File: src/rtl/cgra_routing_pkg.sv
// Shared types and constants for the CGRA routing path: grid geometry, the edge
// word layout, the edge loader state encoding and the router state constants.
package cgra_routing_pkg;

  localparam int unsigned GRID_DIM = 4;
  localparam int unsigned NUM_PE   = GRID_DIM * GRID_DIM;
  localparam int unsigned PE_W     = $clog2(NUM_PE);
  localparam int unsigned EDGE_W   = 2 * PE_W;

  // One DFG edge: source PE in the upper field, destination PE in the lower.
  typedef struct packed {
    logic [PE_W-1:0] src;
    logic [PE_W-1:0] dst;
  } edge_t;

  typedef enum logic [1:0] {
    S_LOAD  = 2'd0,
    S_START = 2'd1,
    S_WAIT  = 2'd2
  } loader_state_t;

  // Router FSM state encoding.
  localparam logic [2:0] ROUTER_IDLE   = 3'd0;
  localparam logic [2:0] ROUTER_FETCH  = 3'd1;
  localparam logic [2:0] ROUTER_ROUTE  = 3'd2;
  localparam logic [2:0] ROUTER_COMMIT = 3'd3;
  localparam logic [2:0] ROUTER_DONE   = 3'd4;

  // Linear PE index from grid coordinates.
  function automatic logic [PE_W-1:0] pe_index(input int unsigned x, input int unsigned y);
    return PE_W'(y * GRID_DIM + x);
  endfunction

endpackage

File: src/rtl/edge_mem.sv
// Edge storage: DEPTH x WIDTH register array, one synchronous write port and one
// combinational read port. Reads beyond DEPTH return zero.
//   clk      - clock
//   wr_en    - write strobe
//   wr_addr  - write address (caller keeps it below DEPTH)
//   wr_data  - write data
//   rd_addr  - read address
//   rd_data  - combinational read data
module edge_mem #(
  parameter int unsigned DEPTH = 11,
  parameter int unsigned WIDTH = 8
) (
  input  logic                     clk,
  input  logic                     wr_en,
  input  logic [$clog2(DEPTH)-1:0] wr_addr,
  input  logic [WIDTH-1:0]         wr_data,
  input  logic [$clog2(DEPTH)-1:0] rd_addr,
  output logic [WIDTH-1:0]         rd_data
);

  localparam int unsigned AW = $clog2(DEPTH);

  logic [WIDTH-1:0] mem [DEPTH];

  // Contents are intentionally not reset; the loader masks stale entries.
  always_ff @(posedge clk) begin
    if (wr_en) begin
      mem[wr_addr] <= wr_data;
    end
  end

  always_comb begin
    rd_data = '0;
    if ({1'b0, rd_addr} < (AW + 1)'(DEPTH)) begin
      rd_data = mem[rd_addr];
    end
  end

endmodule

File: src/rtl/edge_loader.sv
// Stream-fed edge buffer in front of the CGRA router. Accepts a batch of edge
// words over valid/ready, drops self-loops and excess edges (flagging each),
// pulses start, then serves router reads until router_done.
//   clk, reset     - clock, synchronous active-high reset
//   in_valid/ready - upstream handshake; in_ready decodes state only
//   in_data        - edge word {src, dst}
//   in_last        - final word of the batch
//   start          - one-cycle pulse, edge list ready
//   router_done    - router finished; honoured only while waiting
//   rd_addr        - router read address
//   rd_data        - combinational read, zero at or above edge_count
//   edge_count     - edges stored in the current batch
//   err_selfloop   - sticky, a src==dst edge was dropped
//   err_overflow   - sticky, an edge was dropped because memory was full
module edge_loader
  import cgra_routing_pkg::*;
#(
  parameter int unsigned MAX_EDGES = 11,
  parameter int unsigned GRID_DIM  = 4,
  parameter int unsigned EDGE_W    = 8
) (
  input  logic                           clk,
  input  logic                           reset,
  input  logic                           in_valid,
  output logic                           in_ready,
  input  logic [EDGE_W-1:0]              in_data,
  input  logic                           in_last,
  output logic                           start,
  input  logic                           router_done,
  input  logic [$clog2(MAX_EDGES)-1:0]   rd_addr,
  output logic [EDGE_W-1:0]              rd_data,
  output logic [$clog2(MAX_EDGES+1)-1:0] edge_count,
  output logic                           err_selfloop,
  output logic                           err_overflow
);

  localparam int unsigned AW         = $clog2(MAX_EDGES);
  localparam int unsigned CW         = $clog2(MAX_EDGES + 1);
  localparam int unsigned PE_FIELD_W = $clog2(GRID_DIM * GRID_DIM);

  loader_state_t   state, state_next;
  logic [CW-1:0]   count_next;
  logic            selfloop_next;
  logic            overflow_next;
  logic            clear_pending, clear_next;
  logic            beat_selfloop;
  logic            wr_en;
  logic [AW-1:0]   wr_addr;
  logic [EDGE_W-1:0] mem_rd_data;

  assign beat_selfloop = in_data[2*PE_FIELD_W-1:PE_FIELD_W] == in_data[PE_FIELD_W-1:0];

  // State, count, flags and the deferred batch-clear marker.
  always_ff @(posedge clk) begin
    if (reset) begin
      state         <= S_LOAD;
      edge_count    <= '0;
      err_selfloop  <= 1'b0;
      err_overflow  <= 1'b0;
      clear_pending <= 1'b0;
    end else begin
      state         <= state_next;
      edge_count    <= count_next;
      err_selfloop  <= selfloop_next;
      err_overflow  <= overflow_next;
      clear_pending <= clear_next;
    end
  end

  // Next-state, beat classification and handshake/start decode.
  always_comb begin
    state_next    = state;
    count_next    = edge_count;
    selfloop_next = err_selfloop;
    overflow_next = err_overflow;
    clear_next    = clear_pending;
    in_ready      = 1'b0;
    start         = 1'b0;
    wr_en         = 1'b0;
    wr_addr       = '0;

    case (state)
      S_LOAD: begin
        in_ready = 1'b1;
        if (in_valid) begin
          // Previous batch stays readable until the first beat of the next one.
          if (clear_pending) begin
            count_next    = '0;
            selfloop_next = 1'b0;
            overflow_next = 1'b0;
            clear_next    = 1'b0;
          end
          if (beat_selfloop) begin
            selfloop_next = 1'b1;
          end else if (count_next == CW'(MAX_EDGES)) begin
            overflow_next = 1'b1;
          end else begin
            wr_en      = 1'b1;
            wr_addr    = AW'(count_next);
            count_next = count_next + CW'(1);
          end
          if (in_last) begin
            state_next = S_START;
          end
        end
      end
      S_START: begin
        start      = 1'b1;
        state_next = S_WAIT;
      end
      S_WAIT: begin
        if (router_done) begin
          state_next = S_LOAD;
          clear_next = 1'b1;
        end
      end
      default: begin
        state_next = S_LOAD;
      end
    endcase
  end

  edge_mem #(
    .DEPTH (MAX_EDGES),
    .WIDTH (EDGE_W)
  ) u_edge_mem (
    .clk     (clk),
    .wr_en   (wr_en),
    .wr_addr (wr_addr),
    .wr_data (in_data),
    .rd_addr (rd_addr),
    .rd_data (mem_rd_data)
  );

  // Only entries of the current batch are visible.
  assign rd_data = (CW'(rd_addr) < edge_count) ? mem_rd_data : '0;

endmodule

File: config.mk
export PLATFORM = sky130hd
export DESIGN_NAME = edge_loader
export DESIGN_NICKNAME = d
export VERILOG_FILES = /design/src/rtl/cgra_routing_pkg.sv /design/src/rtl/edge_mem.sv /design/src/rtl/edge_loader.sv
export SDC_FILE = /design/constraint.sdc
export NUM_CORES = 1
export LEC_CHECK = 0
export ABC_AREA = 1
export CORE_MARGIN = 3
export CORE_UTILIZATION = 35
export CTS_CLUSTER_DIAMETER = 40
export CTS_CLUSTER_SIZE = 14
export DETAILED_ROUTE_END_ITERATION = 10
export GPL_ROUTABILITY_DRIVEN = 0
export PLACE_DENSITY_LB_ADDON = 0.05
export SYNTH_ARGS = -nofsm -noshare
export SYNTH_HDL_FRONTEND = slang
export SYNTH_SLANG_ARGS = --single-unit
File: constraint.sdc
create_clock -name clk -period 2.6 [get_ports clk]
set_input_delay 0.26 -clock clk [delete_from_list [all_inputs] [get_ports clk]]
set_output_delay 0.26 -clock clk [all_outputs]
set_load 0.05 [all_outputs]
==> results of run 1 <==
cells in the final DEF (no fill, tap or decap), drive strengths merged, types with 5 or more instances in the layout:
cell type | Yosys | layout
edfxtp | 88 | 88
a21oi | 42 | 42
o211ai | 16 | 16
ha | 5 | 5
nand2 | 84 | 84
dfxtp | 9 | 9
inv | 44 | 44
clkbuf | 4 | 10
o21ai | 11 | 11
buf | 10 | 39
clkdlybuf4s50 | 0 | 24
clkinv | 2 | 5
o31ai | 8 | 8
nor2 | 56 | 56
nand3 | 21 | 21
power by group:
group / internal (mW) / switching (mW) / total (mW)
combinational: 0.161 / 0.275 / 0.436
sequential: 1.73 / 0.0114 / 1.75
clock: 0.730 / 0.544 / 1.27
total: 2.63 / 0.831 / 3.46
logic make-up after synthesis:
kind of cell / Yosys count
and+or+nand+nor: 164
DFF: 97
xor gates and xnor gates: 1
AOI/OAI and AO/OA: 77
adders and majority gates: 5
buffers and inverters: 60
critical path: cells and delay by family:
family	cells	cell delay [ns]
fa+ha+maj	1	0.28
compound gates	2	0.41
buf+inv	2	0.80
simple gates	3	0.44
sequential cells by signal, indices dropped and copies added (netlist names):
| name | flops |
|---|---|
| err_overflow | 1 |
| u_edge_mem.mem | 88 |
| edge_count | 4 |
| clear_pending | 1 |
| err_selfloop | 1 |
| state | 2 |
through the flow:
| step | cell area (µm²) | setup TNS (ns) |
|---|---|---|
| floorplan | 4289 | -2.072 |
| global placement | 5039 | -0.2224 |
| detailed placement | 5039 | -0.3280 |
| CTS | 5314 | 0 |
| global route | 5324 | 0 |
| finish | 5324 | 0 |
worst max-delay path by stage:
stage	endpoint	slack, ns	cells past startpoint
after global routing	rd_data[4]	0.009	10
after detailed placement	u_edge_mem.mem[4][2]$_DFFE_PP_	-0.04	9
after global placement	u_edge_mem.mem[4][3]$_DFFE_PP_	-0.03	9
after CTS	rd_data[5]	0.07	8
final	rd_data[1]	0.15	8
after floorplan	u_edge_mem.mem[2][0]$_DFFE_PP_	-0.07	10
layer usage:
| metal | track usage, % | vias to the layer above |
|---|---|---|
| met1 | 25.25 | 1427 |
| met5 | 0 | - |
| met4 | 5.428 | 0 |
| li1 | - | 1498 |
| met3 | 5.026 | 12 |
| met2 | 28.11 | 51 |
layout make-up:
type	instances	area, µm²	share of cell area, %
clock buffer	10	229.0	4.301
clock inverter	4	46.29	0.8696
inverter	46	175.2	3.290
multi-input combinational	247	1226	23.03
sequential	97	2823	53.02
tap	143	178.9	3.361
timing repair buffer	63	645.6	12.13
==> impl_metrics.sql, run 1 <==
INSERT INTO impl_metrics (metric_group, metric, value, unit) VALUES
('worst_setup_path', 'worst-endpoint-arrival', '2.19', 'ns'),
('clocking', 'cts_resized', '0', ''),
('worst_setup_path', 'crit_path_cell_trace', 'clkdlybuf4s50_1 > ha_1 > a21oi_1 > nor2_1 > o21ai_4 > nand3_1 > nor2_1 > buf_12', ''),
('hold_path', 'hold_end', 'state[0]$_SDFFE_PP0P_', ''),
('worst_setup_path', 'criticalPathCategory', 'input pin to primary output', ''),
('hold_path', 'holdCritStartpoint', 'in_last', ''),
('synthesis', 'post_synthesis_compound_gate_area_fraction', '10.75', '%'),
('timing', 'tightestPinTransition', '0.5022', 'ns'),
('die', 'starting_density', '36.58', '%'),
('synthesis', 'syn_avg_cell_area', '10.60', 'µm²'),
('clocking', 'cts_hold_repair.buffers', '0', ''),
('die', 'design.die.area', '0.01360', 'mm²'),
('place', 'dp_hpwl', '8063', 'µm'),
('layout', 'number_of_antenna_cells_inserted', '0', ''),
('die', 'num_io_pins', '33', ''),
('worst_setup_path', 'worstReg2RegStart', 'edge_count[0]$_SDFFE_PP0P_', ''),
('synthesis', 'yosysUniqueCellTypes', '26', ''),
('route', 'wl_met1', '5472', 'µm'),
('clocking', 'cts_inserted_buffers', '9', ''),
('worst_setup_path', 'critical-path-max-stage-delay', '0.63', 'ns'),
('timing', 'drv_slew', '0', ''),
('worst_setup_path', 'worst_r2r_endpoint', 'u_edge_mem.mem[4][2]$_DFFE_PP_', ''),
('worst_setup_path', 'startpoint', 'rd_addr[1]', ''),
('route', 'drt_drc_violations_left', '0', ''),
('route', 'routed-via-count', '2988', ''),
('die', 'fp.dieH', '116.6', 'µm'),
('clocking', 'clock_insertion_delay_worst_skew', '0.35', 'ns'),
('route', 'detail_route.iter0.violations', '184', ''),
('synthesis', 'synth_fa_ha_area_share', '1.460', '%'),
('synthesis', 'yosysTopAreaCellShare', '61.68', '%'),
('clocking', 'clock_tree.buffer_depth', '2', ''),
('timing', 'post-route-worst-setup-slack', '0.1503', 'ns'),
('timing', 'min_period_over_period', '94.22', '%'),
('die', 'placementRows', '39', ''),
('place', 'numPlacedInstances', '596', ''),
('global_route', 'largest_net_degree_at_the_start_of_global_routing', '28', ''),
('worst_setup_path', 'timing.reg2reg.setup_slack', '0.26', 'ns'),
('timing', 'report.final.hold_viol_count', '0', ''),
('route', 'drt-vias-per-instance', '4.898', ''),
('layout', 'nFillCells', '1143', ''),
('timing', 'worst_slew_margin_rel', '66.41', '%'),
('route', 'met3WireLength', '504', 'µm'),
('clocking', 'post_cts.repair.setup_buffers', '0', ''),
('global_route', 'grt_antenna_before_repair', '0', ''),
('layout', 'final_layout_size_suffix_gt1_share', '14.35', '%'),
('clocking', 'clock_tree.root_cell', 'clkbuf_16', ''),
('global_route', 'grt_pass1_vias', '3087', ''),
('synthesis', 'synth_most_common_cell', 'edfxtp_1', ''),
('synthesis', 'synth_top_family_by_area', 'simple AND/OR/NAND/NOR gates', ''),
('route', 'topRoutingLayerUsed', 'met4', ''),
('pwr', 'power.total', '3.456', 'mW'),
('pwr', 'worst_ir_drop_vdd', '338.7', 'µV'),
('worst_setup_path', 'cpMaxStageDelayCell', 'clkdlybuf4s50_1', ''),
('timing', 'timing.fmax', '0.4082', 'GHz'),
('synthesis', 'netlist_top_cells_area', 'edfxtp_1, nand2_1, a21oi_1', ''),
('global_route', 'grt_pass1_wl', '17750', 'µm'),
('synthesis', 'yosysSeqAreaShare', '65.89', '%'),
('layout', 'final_core_utilization', '45.46', '%'),
('layout', 'final_nets', '486', ''),
('synthesis', 'synth_edf_count', '88', ''),
('run_status', 'outcome', 'complete, no violations', ''),
('timing', 'period_minus_slack', '2.450', 'ns'),
('route', 'routed_wl', '11320', 'µm'),
('synthesis', 'synthCells', '404', ''),
('synthesis', 'yosys.area_share.xor_xnor', '0.2044', '%'),
('route', 'detailroute.wirelength.met2', '5179', 'µm'),
('die', 'die_width', '116.6', 'µm'),
('route', 'drt_pass1_iterations', '4', ''),
('worst_setup_path', 'cp_common_cell', 'nor2_1', ''),
('clocking', 'clock_net_sink_count', '97', ''),
('pwr', 'power_per_cell_area', '649.1', 'mW/mm²');
(Power assumes the default switching activity.)
==> inputs of run 2 (changes only) <==
Settings changed: GPL_ROUTABILITY_DRIVEN 0 to unset, SLEW_MARGIN set to 10.
==> results of run 2 <==
Same layout as run 1: the final DEF is identical, and so are final timing and power.
==> inputs of run 3 (changes only) <==
Settings changed: SLEW_MARGIN 10 to 20.
==> results of run 3 <==
Same layout as run 1: the final DEF is identical, and so are final timing and power.
==> patch 1: new RTL, config.mk and constraints of run 3 <==
Change the parameter `EDGE_W` from 8 to 12.
--- a/src/rtl/edge_loader.sv
+++ b/src/rtl/edge_loader.sv
@@ -18,5 +18,5 @@
   parameter int unsigned MAX_EDGES = 11,
   parameter int unsigned GRID_DIM  = 4,
-  parameter int unsigned EDGE_W    = 8
+  parameter int unsigned EDGE_W    = 12
 ) (
   input  logic                           clk,
Interface: changed (resized in_data and rd_data); port bits go from 33 to 41. The function was not compared with the original's and may differ.
==> patch 1 against run 3 <==
- via count is 41% higher
- worst hold slack lost 0.088 ns
- global-route usage decreased by 0.16 points
- power rose by 71%
- die area up 39%
- setup slack gained 0.025 ns
- area after synthesis is 41% higher
- fmax is 1.0% higher
- routed wire length grew 46%
- sequential cell count is 44 higher
- final area grew 46%
==> patch 1: results (changes against run 3) <==
* TritonCTS buffer count at 17 (+8)
* M2 GR Usage at 0.295 (+0.0142)
* Status: finished, final reports clean
* EDFF count, synth at 132 (+50%)
* Crit path DAT at 2.16 ns (-0.03 ns)
* Total Wirelength at 16.5 mm (+46%)
* Clock Latency Late Sink at 0.42 ns (+0.07 ns)
* Vias in the first global route at 4,337 (+40%)
* GRT Util Overall at 0.181 (-0.00162)
* IO Port Bufs at 40 (+25%)
* Gate power share at 0.102 (-0.024)
* VDD IR max at 429 uV (+27%)
* Met3 usage at 0.0453 (-0.00497)
* Mapped Nets at 559 (+31%)
* Nets at 637 (+31%)
* WHS Path Cells at 3 (+1)
* Share of cells above drive strength 1 at 0.171 (+0.0280)
* Pint at 4560 uW (+74%)
* Leakage power at 0.00295 uW (+46%)
* # fillers at 1,528 (+34%)
* Worst slew pin tran at 0.718 ns (+0.215 ns)
* Dominant cells by area after synthesis: edfxtp_1, nand2_1, a21oi_1, nor2_1, inv_1
* Clock skew at 0.00895 ns (+0.00184 ns)
* Leading post-synthesis cells by instance count: edfxtp_1, nand2_1, nor2_1
* Critical-path maximum fanout at 12 (+4)
* Pin count of the biggest net entering global routing at 39 (+39%)
* DP Worst Slack at 0.0606 ns (+0.102 ns)
* Post-Synthesis Cells at 533 (+32%)
* Largest regs: u_edge_mem.mem: 132 flops, edge_count: 4 flops, state: 2 flops
[patch 1: layer usage]
metal  vias to the layer above  wire length, um
met2                        89             8120
met4                         0              346
met5                         -                0
met1                      2082             7390
li1                       2010                -
met3                        23              654
[patch 1: through the flow]
stage          power (uW)  TNS [ns]  area, um2  hold WS (ns)
3_5_place_dp         3190         0       7100         0.461
2_1_floorplan        2900     -3.84       6070         0.329
3_3_place_gp         3190         0       7100         0.462
5_1_grt              6100         0       7800         0.377
4_1_cts              5940         0       7770         0.369
6_report             5890         0       7800         0.387
[patch 1: cell type report]
type                            count  share of cell area
Clock buffer                       18              0.0550
Clock inverter                     14              0.0308
Inverter                           56              0.0270
Multi-Input combinational cell    314               0.205
Sequential cell                   141               0.531
Tap cell                          220              0.0353
Timing Repair Buffer               81               0.115
[patch 1: how the worst max path moves through the flow]
stage / from / end / slack [ns]
after floorplan: edge_count[1] / u_edge_mem.mem[10][0] / -0.05
after global placement: in_data[1] / u_edge_mem.mem[4][7] / 0.05
after detailed placement: in_data[1] / u_edge_mem.mem[4][6] / 0.06
after CTS: edge_count[1] / rd_data[0] / 0.13
after global routing: edge_count[1] / rd_data[2] / 0.0009
final: edge_count[1] / rd_data[2] / 0.18
[patch 1: logic make-up (layout without fill, tap and decap cells)]
group,Yosys count,after routing,share of synthesized area
flops,141,141,0.685
simple gates,199,199,0.143
compound gates,109,109,0.107
buf+inv,78,169,0.0531
xor+xnor,1,1,0.00145
fa+ha+maj,5,5,0.0103
[patch 1: worst min-delay path, delay by kind of cell]
kind                   cells  cell delay [ns]
buffers and inverters      1             0.40
and+or+nand+nor            2             0.11
[patch 1: repair_timing]
item                                    in CTS  in global routing
endpoints found under the setup margin       0                  2
hold endpoints to repair                     0                  0
resized for setup                            0                  1
==> patch 2: new RTL, settings of run 3 <==
Made on the original files. Encoding of `loader_state_t`: now one-hot (3 bits for 3 states).
--- a/src/rtl/cgra_routing_pkg.sv
+++ b/src/rtl/cgra_routing_pkg.sv
@@ -14,8 +14,8 @@
   } edge_t;
 
-  typedef enum logic [1:0] {
-    S_LOAD  = 2'd0,
-    S_START = 2'd1,
-    S_WAIT  = 2'd2
+  typedef enum logic [2:0] {
+    S_LOAD  = 3'b001,
+    S_START = 3'b010,
+    S_WAIT  = 3'b100
   } loader_state_t;
 
Check against the original RTL: no difference found for any inputs over 4 cycles, from zero or initial values and one cycle with reset high; so few cycles prove little.
==> patch 2 against run 3 <==
- power increased by 9.3%
- area after synthesis increased by 4.6%
- largest cell class unchanged
- critical endpoint is now rd_data[0]
- routed wire length decreased by 0.65%
- via count increased by 2.2%
- highest routed layer unchanged
- cell count increased by 4.9%
- fmax increased by 0.93%
- critical path type unchanged
- sequential share of layout area decreased by 1.6 points
- setup slack improved by 0.022 ns
- global-route usage decreased by 1.5 points
- sequential cell count increased by 1
- final area increased by 3.9%
==> patch 2: results (changes against run 3) <==
* Routed WL per cell at 17.6 um (-5.3%)
* Leakage power at 0.00208 uW (+3.0%)
* Clock Latency Late Sink at 0.35 ns (about the same)
* Status: finished, final reports clean
* Share of cells above drive strength 1 at 0.167 (+0.0239)
* Critical-path maximum fanout at 26 (+18)
* Synth warn at 0 (unchanged)
* Pin count of the biggest net entering global routing at 27 (-3.6%)
* TritonCTS buffer count at 9 (unchanged)
* Sequential fraction of the synthesis area at 0.634 (-0.0244)
* Nets at 489 (+0.62%)
* Finished Layout Cells at 640 (+4.9%)
* RePlAce Congestion at 0.841 (-1.4%)
* Clk root buf: clkbuf_16
* Final hold vios at 0 (unchanged)
* Placed cells at 624 (+4.7%)
* Leading post-synthesis cells by instance count: edfxtp_1, nand2_1, nor2_1
* EDFF count, synth at 88 (unchanged)
* Ys async rst share at 0 (unchanged)
* Post-Synthesis Cells at 413 (+2.2%)
* Fin. max-slew vios at 0 (unchanged)
* Count of cell types in the netlist at 34 (+31%)
* GRT Util Overall at 0.168 (-0.0145)
* Drt pass-1 iters at 4 (unchanged)
* Drt initial violations at 229 (+24%)
* N_diodes at 0 (unchanged)
* Dominant cells by area after synthesis: edfxtp_1, nand2_1, dfxtp_1, a21oi_1, nor2_1
* Max_slew headroom at 0.660 (-0.00374)
* CP startpoint: rd_addr[1]
* Area after DPL at 5190 um2 (+3.0%)
* IO Port Bufs at 32 (unchanged)
* Hold Crit Class: flop to flop
* Clock skew at 0.00757 ns (+0.000461 ns)
* Vias at 3,053 (+2.2%)
* CTS Buffer Depth at 2 (unchanged)
* Clk slew on worst S/H paths at 0.07 ns
* Mapped Nets at 435 (+2.1%)
* First-pass GRT wire length at 17.6 mm (-1.0%)
* HP Start: err_selfloop
* Reg-to-reg startpoint: clear_pending
* Buffer count from post-CTS setup fixing at 0 (unchanged)
* Final HPWL DP at 7.91 mm (-1.9%)
* Initial antenna violation count at 0 (unchanged)
* Largest regs: u_edge_mem.mem: 88 flops, edge_count: 4 flops, state: 3 flops
* VDD IR max at 258 uV (-24%)
[patch 2: area by class of cell]
type	count	area, um2
well taps	168	210
clock buffers	12	267
flip-flops and latches	98	2840
fillers	1184	6730
inverters	50	200
repair buffers	57	601
multi-input cells	251	1340
clock inverters	4	72.6
[patch 2: path summary, 6_finish.rpt]
kind / endpoint / slack [ns] / cells past startpoint
setup reg to reg: u_edge_mem.mem[8][1] / 0.30 / 10
setup / recovery: rd_data[0] / 0.17 / 8
hold / removal: err_selfloop / 0.47 / 2
hold reg to reg: err_selfloop / 0.47 / 2
[patch 2: repair_timing]
item | 4_1_cts | 5_1_grt
setup endpoints to repair | 0 | 1
endpoints found under the hold margin | 0 | 0
resized for setup | 0 | 1
[patch 2: per-layer routing]
layer | global-route usage | vias up | wire [um]
met5 | 0 | - | 0
met4 | 0.0695 | 0 | 273
met3 | 0.0385 | 19 | 484
met2 | 0.270 | 65 | 5380
met1 | 0.218 | 1431 | 5110
li1 | - | 1538 | -
[patch 2: kinds of logic after synthesis]
kind of cell,synth area share
adders and majority gates,0.0140
buffers and inverters,0.0673
DFF,0.634
AOI/OAI and AO/OA,0.105
and+or+nand+nor,0.180
[patch 2: stage by stage]
stage | hold WS, ns | setup WS (ns)
2_1_floorplan | 0.359 | 0.0504
3_3_place_gp | 0.461 | 0.132
3_5_place_dp | 0.462 | 0.140
4_1_cts | 0.475 | 0.141
5_1_grt | 0.493 | 0.0470
6_report | 0.469 | 0.173
[patch 2: worst max-delay path: stages]
cell and delay, ns:
clkdlybuf4s50_1 0.47, buf_12 0.20, nand2_2 0.28, nand2_1 0.15, a21oi_4 0.27, nand3_1 0.12, nor2_1 0.23, buf_12 0.18
[patch 2: power by group]
part	total, uW	internal (uW)	switching [uW]
sequential	1770	1760	13.1
combinational	511	179	333
clock	1500	921	576
total	3780	2860	922
